$ cat src/rtl/sc_io_pkg.sv
// sc_io_pkg: shared constants, FSM state type and BCD helper for sc_io_unit.
package sc_io_pkg;

   // I/O word addresses (only addr[7:2] take part in decoding)
   localparam logic [7:0] ADDR_OUT0 = 8'h80;
   localparam logic [7:0] ADDR_OUT1 = 8'h84;
   localparam logic [7:0] ADDR_IN0  = 8'hC0;
   localparam logic [7:0] ADDR_IN1  = 8'hC4;
   localparam logic [7:0] ADDR_STAT = 8'hC8;

   // Active-low seven-segment patterns, bit order {g,f,e,d,c,b,a}
   localparam logic [6:0] SEG_BLANK = 7'b1111111;
   localparam logic [6:0] SEG_ZERO  = 7'b1000000;

   typedef enum logic [1:0] {
      IDLE,
      SHIFT,
      DONE
   } state_t;

   // One double-dabble iteration on {bcd[11:0], bin[7:0]}:
   // add 3 to every BCD digit >= 5, then shift the whole word left by one.
   function automatic logic [19:0] dabble_step(input logic [19:0] v);
      logic [19:0] t;
      t = v;
      for (int unsigned i = 0; i < 3; i++) begin
         if (t[8 + 4*i +: 4] >= 4'd5)
            t[8 + 4*i +: 4] = t[8 + 4*i +: 4] + 4'd3;
      end
      return {t[18:0], 1'b0};
   endfunction

endpackage

$ cat src/rtl/sc_io_sevenseg.sv
// sc_io_sevenseg: 4-bit BCD digit to active-low seven-segment pattern.
// Codes 10-15 are shown blank.
module sc_io_sevenseg
   import sc_io_pkg::*;
(
   input  logic [3:0] bcd,
   output logic [6:0] seg
);

   // Digit decode table
   always_comb begin
      seg = SEG_BLANK;
      case (bcd)
         4'd0: seg = SEG_ZERO;
         4'd1: seg = 7'b1111001;
         4'd2: seg = 7'b0100100;
         4'd3: seg = 7'b0110000;
         4'd4: seg = 7'b0011001;
         4'd5: seg = 7'b0010010;
         4'd6: seg = 7'b0000010;
         4'd7: seg = 7'b1111000;
         4'd8: seg = 7'b0000000;
         4'd9: seg = 7'b0010000;
         default: seg = SEG_BLANK;
      endcase
   end

endmodule

$ cat src/rtl/sc_io_unit.sv
// sc_io_unit: memory-mapped I/O block for the single-cycle CPU.
// Two latched output words, two synchronized input words, a status word,
// and a decimal display of out_port0/1[7:0] on six seven-segment digits.
// Build option: define SC_IO_HEX_EN to include the binary-to-BCD conversion
// FSM and live hex outputs; without it hex0..5 are blank and io_busy is 0.
module sc_io_unit
   import sc_io_pkg::*;
(
   input  logic        clock,
   input  logic        resetn,
   input  logic [31:0] addr,
   input  logic [31:0] datain,
   input  logic        wmem,
   input  logic [31:0] in_port0,
   input  logic [31:0] in_port1,
   output logic [31:0] out_port0,
   output logic [31:0] out_port1,
   output logic [31:0] io_read_data,
   output logic [6:0]  hex0,
   output logic [6:0]  hex1,
   output logic [6:0]  hex2,
   output logic [6:0]  hex3,
   output logic [6:0]  hex4,
   output logic [6:0]  hex5,
   output logic        io_busy
);

   logic [7:0]  word;
   logic        wr0, wr1;
   logic [31:0] sync0_a, sync0_b, sync1_a, sync1_b;
   logic [31:0] rd_d;
   logic        unused_addr;

   assign word        = {addr[7:2], 2'b00};
   assign unused_addr = ^{addr[31:8], addr[1:0]};
   assign wr0         = wmem && (word == ADDR_OUT0);
   assign wr1         = wmem && (word == ADDR_OUT1);

   // CPU stores to the output ports
   always_ff @(posedge clock or negedge resetn) begin
      if (!resetn) begin
         out_port0 <= '0;
         out_port1 <= '0;
      end else begin
         if (wr0) out_port0 <= datain;
         if (wr1) out_port1 <= datain;
      end
   end

   // Two-flop synchronizers for the asynchronous input ports
   always_ff @(posedge clock or negedge resetn) begin
      if (!resetn) begin
         sync0_a <= '0;
         sync0_b <= '0;
         sync1_a <= '0;
         sync1_b <= '0;
      end else begin
         sync0_a <= in_port0;
         sync0_b <= sync0_a;
         sync1_a <= in_port1;
         sync1_b <= sync1_a;
      end
   end

   // Read-data select; unmapped addresses return zero
   always_comb begin
      rd_d = '0;
      case (word)
         ADDR_IN0:  rd_d = sync0_b;
         ADDR_IN1:  rd_d = sync1_b;
         ADDR_STAT: rd_d = {31'b0, io_busy};
         default:   rd_d = '0;
      endcase
   end

   // Registered read data, updated every cycle
   always_ff @(posedge clock or negedge resetn) begin
      if (!resetn) io_read_data <= '0;
      else         io_read_data <= rd_d;
   end

`ifdef SC_IO_HEX_EN
   state_t      state_q, state_d;
   logic        pend0, pend1;
   logic        take0, take1;
   logic        sel_q;
   logic [2:0]  cnt_q;
   logic [19:0] sr_q;
   logic [11:0] dig0_q, dig1_q;

   // Next-state logic; port0 has priority when both ports are pending
   always_comb begin
      state_d = state_q;
      take0   = 1'b0;
      take1   = 1'b0;
      case (state_q)
         IDLE: begin
            if (pend0) begin
               take0   = 1'b1;
               state_d = SHIFT;
            end else if (pend1) begin
               take1   = 1'b1;
               state_d = SHIFT;
            end
         end
         SHIFT:   if (cnt_q == 3'd7) state_d = DONE;
         DONE:    state_d = IDLE;
         default: state_d = IDLE;
      endcase
   end

   // State register
   always_ff @(posedge clock or negedge resetn) begin
      if (!resetn) state_q <= IDLE;
      else         state_q <= state_d;
   end

   // Pending flags: a new write wins over the clear on conversion start,
   // so a write during a running conversion forces a reconversion.
   always_ff @(posedge clock or negedge resetn) begin
      if (!resetn) begin
         pend0 <= 1'b0;
         pend1 <= 1'b0;
      end else begin
         if (wr0)        pend0 <= 1'b1;
         else if (take0) pend0 <= 1'b0;
         if (wr1)        pend1 <= 1'b1;
         else if (take1) pend1 <= 1'b0;
      end
   end

   // Conversion datapath: load, eight shift-add-3 steps, commit digits
   always_ff @(posedge clock or negedge resetn) begin
      if (!resetn) begin
         sel_q  <= 1'b0;
         cnt_q  <= '0;
         sr_q   <= '0;
         dig0_q <= '0;
         dig1_q <= '0;
      end else begin
         case (state_q)
            IDLE: begin
               if (take0 || take1) begin
                  sel_q <= take1;
                  cnt_q <= '0;
                  sr_q  <= {12'b0, take1 ? out_port1[7:0] : out_port0[7:0]};
               end
            end
            SHIFT: begin
               sr_q  <= dabble_step(sr_q);
               cnt_q <= cnt_q + 3'd1;
            end
            DONE: begin
               if (sel_q) dig1_q <= sr_q[19:8];
               else       dig0_q <= sr_q[19:8];
            end
            default: ;
         endcase
      end
   end

   assign io_busy = pend0 || pend1 || (state_q != IDLE);

   sc_io_sevenseg u_seg0 (.bcd(dig0_q[3:0]),  .seg(hex0));
   sc_io_sevenseg u_seg1 (.bcd(dig0_q[7:4]),  .seg(hex1));
   sc_io_sevenseg u_seg2 (.bcd(dig0_q[11:8]), .seg(hex2));
   sc_io_sevenseg u_seg3 (.bcd(dig1_q[3:0]),  .seg(hex3));
   sc_io_sevenseg u_seg4 (.bcd(dig1_q[7:4]),  .seg(hex4));
   sc_io_sevenseg u_seg5 (.bcd(dig1_q[11:8]), .seg(hex5));
`else
   assign io_busy = 1'b0;
   assign hex0    = SEG_BLANK;
   assign hex1    = SEG_BLANK;
   assign hex2    = SEG_BLANK;
   assign hex3    = SEG_BLANK;
   assign hex4    = SEG_BLANK;
   assign hex5    = SEG_BLANK;
`endif

endmodule

$ cat config.mk
export PLATFORM = sky130hd
export DESIGN_NAME = sc_io_unit
export DESIGN_NICKNAME = d
export VERILOG_FILES = /design/src/rtl/sc_io_pkg.sv /design/src/rtl/sc_io_sevenseg.sv /design/src/rtl/sc_io_unit.sv
export SDC_FILE = /design/constraint.sdc
export NUM_CORES = 1
export LEC_CHECK = 0
export CAP_MARGIN = 20
export CORE_MARGIN = 5
export CORE_UTILIZATION = 40
export CTS_BUF_LIST = sky130_fd_sc_hd__clkbuf_2
export CTS_CLUSTER_DIAMETER = 40
export CTS_CLUSTER_SIZE = 12
export DETAILED_ROUTE_END_ITERATION = 12
export PLACE_DENSITY = 0.74
export SYNTH_ARGS = -nofsm -noshare
export SYNTH_HDL_FRONTEND = slang
export SYNTH_SLANG_ARGS = --single-unit
$ cat constraint.sdc
create_clock -name clock -period 0.85 [get_ports clock]
set_input_delay 0.085 -clock clock [delete_from_list [all_inputs] [get_ports clock]]
set_output_delay 0.085 -clock clock [all_outputs]
set_load 0.02 [all_outputs]
Word level (Yosys, flattened, before mapping)
Cells that the tools add are included.
{ "word_totals": {"output_inout_bits": 139, "elab_cells": 14, "regBits": 224, "input_bits": 131} }
{ "op_classes": {"eq_ne": 4, "n_reduce_logical": 2, "muxes": 1} }
{ "ops": {"columns": ["op", "count"], "rows": [
  ["one-hot mux 32 bit (2 select lines)", 1],
  ["equality test 6 bit (second input constant)", 4],
  ["logical AND 1 bit", 2]
]} }

Logic depth before layout (Yosys ltp)
{ "logic_depth": {"depth_word": 2, "mapped_depth": 5, "mapped_depth_nobuf": 3} }

Least setup slack after synthesis
Ideal clock, no wire load.
{ "synth_path": {"kind": "input port to flip-flop", "from": "in addr[3]", "to": "reg out_port0[13]", "path_stages": 5, "t_required_ps": 725, "t_arrival_ps": 1070, "setup_time_ps": 125, "path_buffers": 2, "setup_slack_ps": -344, "path_cell_list": "nor3_4 and4b_1 buf_4 buf_6 mux2_2"} }
{ "synth_via": {"elab_chain_cells": 2} }
{ "synth_rtl": {"columns": ["item", "line_no", "source"], "rows": [
  ["start, declared", "sc_io_unit.sv:11", "input logic [31:0] addr,"],
  ["equality test 6 bit", "sc_io_unit.sv:36", "assign wr0 = wmem && (word == ADDR_OUT0);"],
  ["logical AND 1 bit", "sc_io_unit.sv:36", null],
  ["end signal, assigned", "sc_io_unit.sv:45", "if (wr0) out_port0 <= datain;"],
  ["end, declared", "sc_io_unit.sv:16", "output logic [31:0] out_port0,"]
]} }
No other way between the ends.
A chain may end at the register's enable or synchronous reset.

Worst setup path after layout
{ "layout_path": {"from": "reg out_port1[15]", "to": "out out_port1[15]"} }
{ "layout_lines": {"columns": ["item", "line_no", "source"], "rows": [
  ["start, declared", "sc_io_unit.sv:17", "output logic [31:0] out_port1,"],
  ["start signal, assigned", "sc_io_unit.sv:46", "if (wr1) out_port1 <= datain;"]
]} }
No word-level cell between the ends.

==> impl_metrics.env <==
export IMPL_status="finished, violations left"
export IMPL_min_path_type="in -> reg"
export IMPL_grt_usage=0.158
export IMPL_postSynthCellCount=386
export IMPL_ys_ff_latch=224
export IMPL_std_cell_rows=48
export IMPL_coreArea_um2=17400
export IMPL_irDropWorstVdd_uv=1270
export IMPL_holdPathEnd="io_read_data[19]"
export IMPL_crit_family="flip-flops"
export IMPL_avgViaCountPerCell=4.41
export IMPL_clkTransAtPathRegs_ps=200
export IMPL_fillCellCount=1172
export IMPL_finalWeightedCongestion=0.777
export IMPL_yosysWarnings=0
export IMPL_most_common_layout_cells="dfrtp_1 (224), buf_6 (111), dlygate4sd3_1 (98), clkdlybuf4s50_1 (98), mux2_2 (48)"
export IMPL_fin_util=0.637
export IMPL_num_vias=4316
export IMPL_clock_latency_ps=740
export IMPL_avgRoutedWirePerCell_um=17.0
export IMPL_skew_ps=18.7
export IMPL_min_delay_start="addr[7]"
export IMPL_period_minus_slack_ps=1430
export IMPL_overflow=0
export IMPL_grt_setup_unrepaired="true"
export IMPL_dpl_cell_count=814
export IMPL_maxCapViolations=0
export IMPL_cts_root_buf="clkbuf_2"
export IMPL_die_w_um=144
export IMPL_arrival_ps=1340
export IMPL_hold_viol=0
export IMPL_required_ps=760
export IMPL_path_max_fanout=2
export IMPL_num_io_pins=270
export IMPL_clock_sinks=224
export IMPL_cpPeakStageDelay_ps=450
export IMPL_finalInstanceArea_um2=11100
export IMPL_yosysSeqAreaShare=0.786
export IMPL_drtIter0Drc=63
export IMPL_power_leakage_nw=5.32
export IMPL_grt_max_degree=34
export IMPL_fmax_mhz=700
export IMPL_critPathSlowestCell="dfrtp_1"
export IMPL_ys_types=16
export IMPL_finalSetupViolations=124
export IMPL_area_growth_pct=55.6
export IMPL_cts_tree="yes"
export IMPL_cp_end_kind="output port"
export IMPL_pwr_density_cell_nw_per_um2=1850
export IMPL_layout_worst_path_cycle_share=1.68
export IMPL_htreeDepth=1
export IMPL_cts_buffer_depth=3
export IMPL_violations="negative setup slack"
export IMPL_finalMaxSlewViolations=0
export IMPL_reg2reg_to="out_port0[18]"
export IMPL_drive_above_1_share=0.326
export IMPL_fin_ws_ps=-578
export IMPL_die_area_um2=20600
export IMPL_placed_area_um2=9390
export IMPL_port_buffers=200
export IMPL_grt_pass1_vias=4967
export IMPL_antenna_found_initial=4
export IMPL_crit_chain="buf_6"
export IMPL_routed_wl_um=16600
export IMPL_final_cells=978
export IMPL_power_mw=20.6
export IMPL_cts_buffers=25
export IMPL_die_h_um=144
export IMPL_hold_slack_ps=172
export IMPL_rr_worst_depth=3
export IMPL_first_pass_iters=4
export IMPL_cp_start_kind="register"
export IMPL_worstHoldPathCells=4
export IMPL_num_nets_final=871
export IMPL_grt_pass1_wl_um=25700
export IMPL_dpl_hpwl_um=10500
export IMPL_ant_nets=0
export IMPL_syn_area_per_cell_um2=18.5
export IMPL_post_route_drc_count=0
export IMPL_initial_core_util=0.410
export IMPL_synth_area_um2=7130
export IMPL_path_buf_inv=1
export IMPL_setup_tns_ps=-53280
export IMPL_ff2ff_setup_slack_ps=-200
export IMPL_dpl_worst_slack_ps=-925
export IMPL_r2r_start="out_port0[18]"
export IMPL_critical_path_class="reg -> out"
export IMPL_mostFrequentLayoutCell="dfrtp_1"
-- state kept, by name, indices dropped and copies added (netlist names) --
register	count
io_read_data	32
sync0_a	32
sync0_b	32
out_port1	32
out_port0	32
sync1_a	32
sync1_b	32
-- worst max-delay path by stage --
stage | start | end | slack (ps) | cells past startpoint
after floorplan | addr[3] | out_port0[13] | -340 | 5
after global placement | addr[7] | out_port0[9] | -870 | 5
after detailed placement | addr[7] | out_port0[25] | -930 | 5
after CTS | out_port1[15] | out_port1[15] | -690 | 1
after global routing | out_port0[15] | out_port0[15] | -720 | 1
final | out_port1[15] | out_port1[15] | -580 | 1
-- cells in the mapped netlist --
cell type,number,area (µm²)
dfrtp_1,224,5610
mux2_2,55,619
buf_4,47,353
a22o_1,32,280
mux2_1,7,78.8
buf_6,6,67.6
buf_2,4,20.0
conb_1,2,7.51
mux2_4,2,30.0
and4_2,1,10.0
and4b_1,1,10.0
and4b_2,1,11.3
clkbuf_2,1,5.00
nand4_2,1,12.5
nor2b_1,1,6.26
nor3_4,1,16.3
-- routing by layer --
layer	GRT usage	wire (µm)	vias to the layer above
met5	0	21	-
met4	0.0372	336	4
met3	0.0433	1590	30
met2	0.296	8730	192
met1	0.180	5920	2153
li1	-	-	1937
-- what timing repair did --
action | CTS | global route
setup buffers | 18 | 10
endpoints found under the setup margin | 129 | 113
pin swaps | 1 | 0
hold buffers | 98 | 0
gates resized for setup | 585 | 16
cloned | 2 | 0
hold endpoints to repair | 352 | 0
-- layout make-up --
type                    instances  area (µm²)  share of cell area
diodes                          2        5.00            0.000451
multi-input cells             145        1280               0.115
clock buffers                  29         145              0.0131
well taps                     225         282              0.0254
clock inverters                 9         130              0.0117
flip-flops and latches        224        5610               0.505
repair buffers                344        3660               0.329
-- report_power, final --
part           internal, mW  total, mW  switching [mW]  leakage, nW
sequential             11.4       11.8           0.418         2.79
combinational          2.12       3.61            1.50         2.36
clock                  1.89       5.16            3.27        0.177
total                  15.4       20.6            5.18         5.32
-- kinds of logic (layout without fill, tap and decap cells) --
group | after synthesis | in the layout | synth area share
buffers and inverters | 58 | 382 | 0.0624
AO/OA/AOI/OAI | 32 | 32 | 0.0393
flip-flops | 224 | 224 | 0.786
other | 2 | 45 | 0.00105
multiplexers | 64 | 64 | 0.102
AND/OR/NAND/NOR | 6 | 6 | 0.00930
No activity file was read; power rests on OpenSTA's default activity.
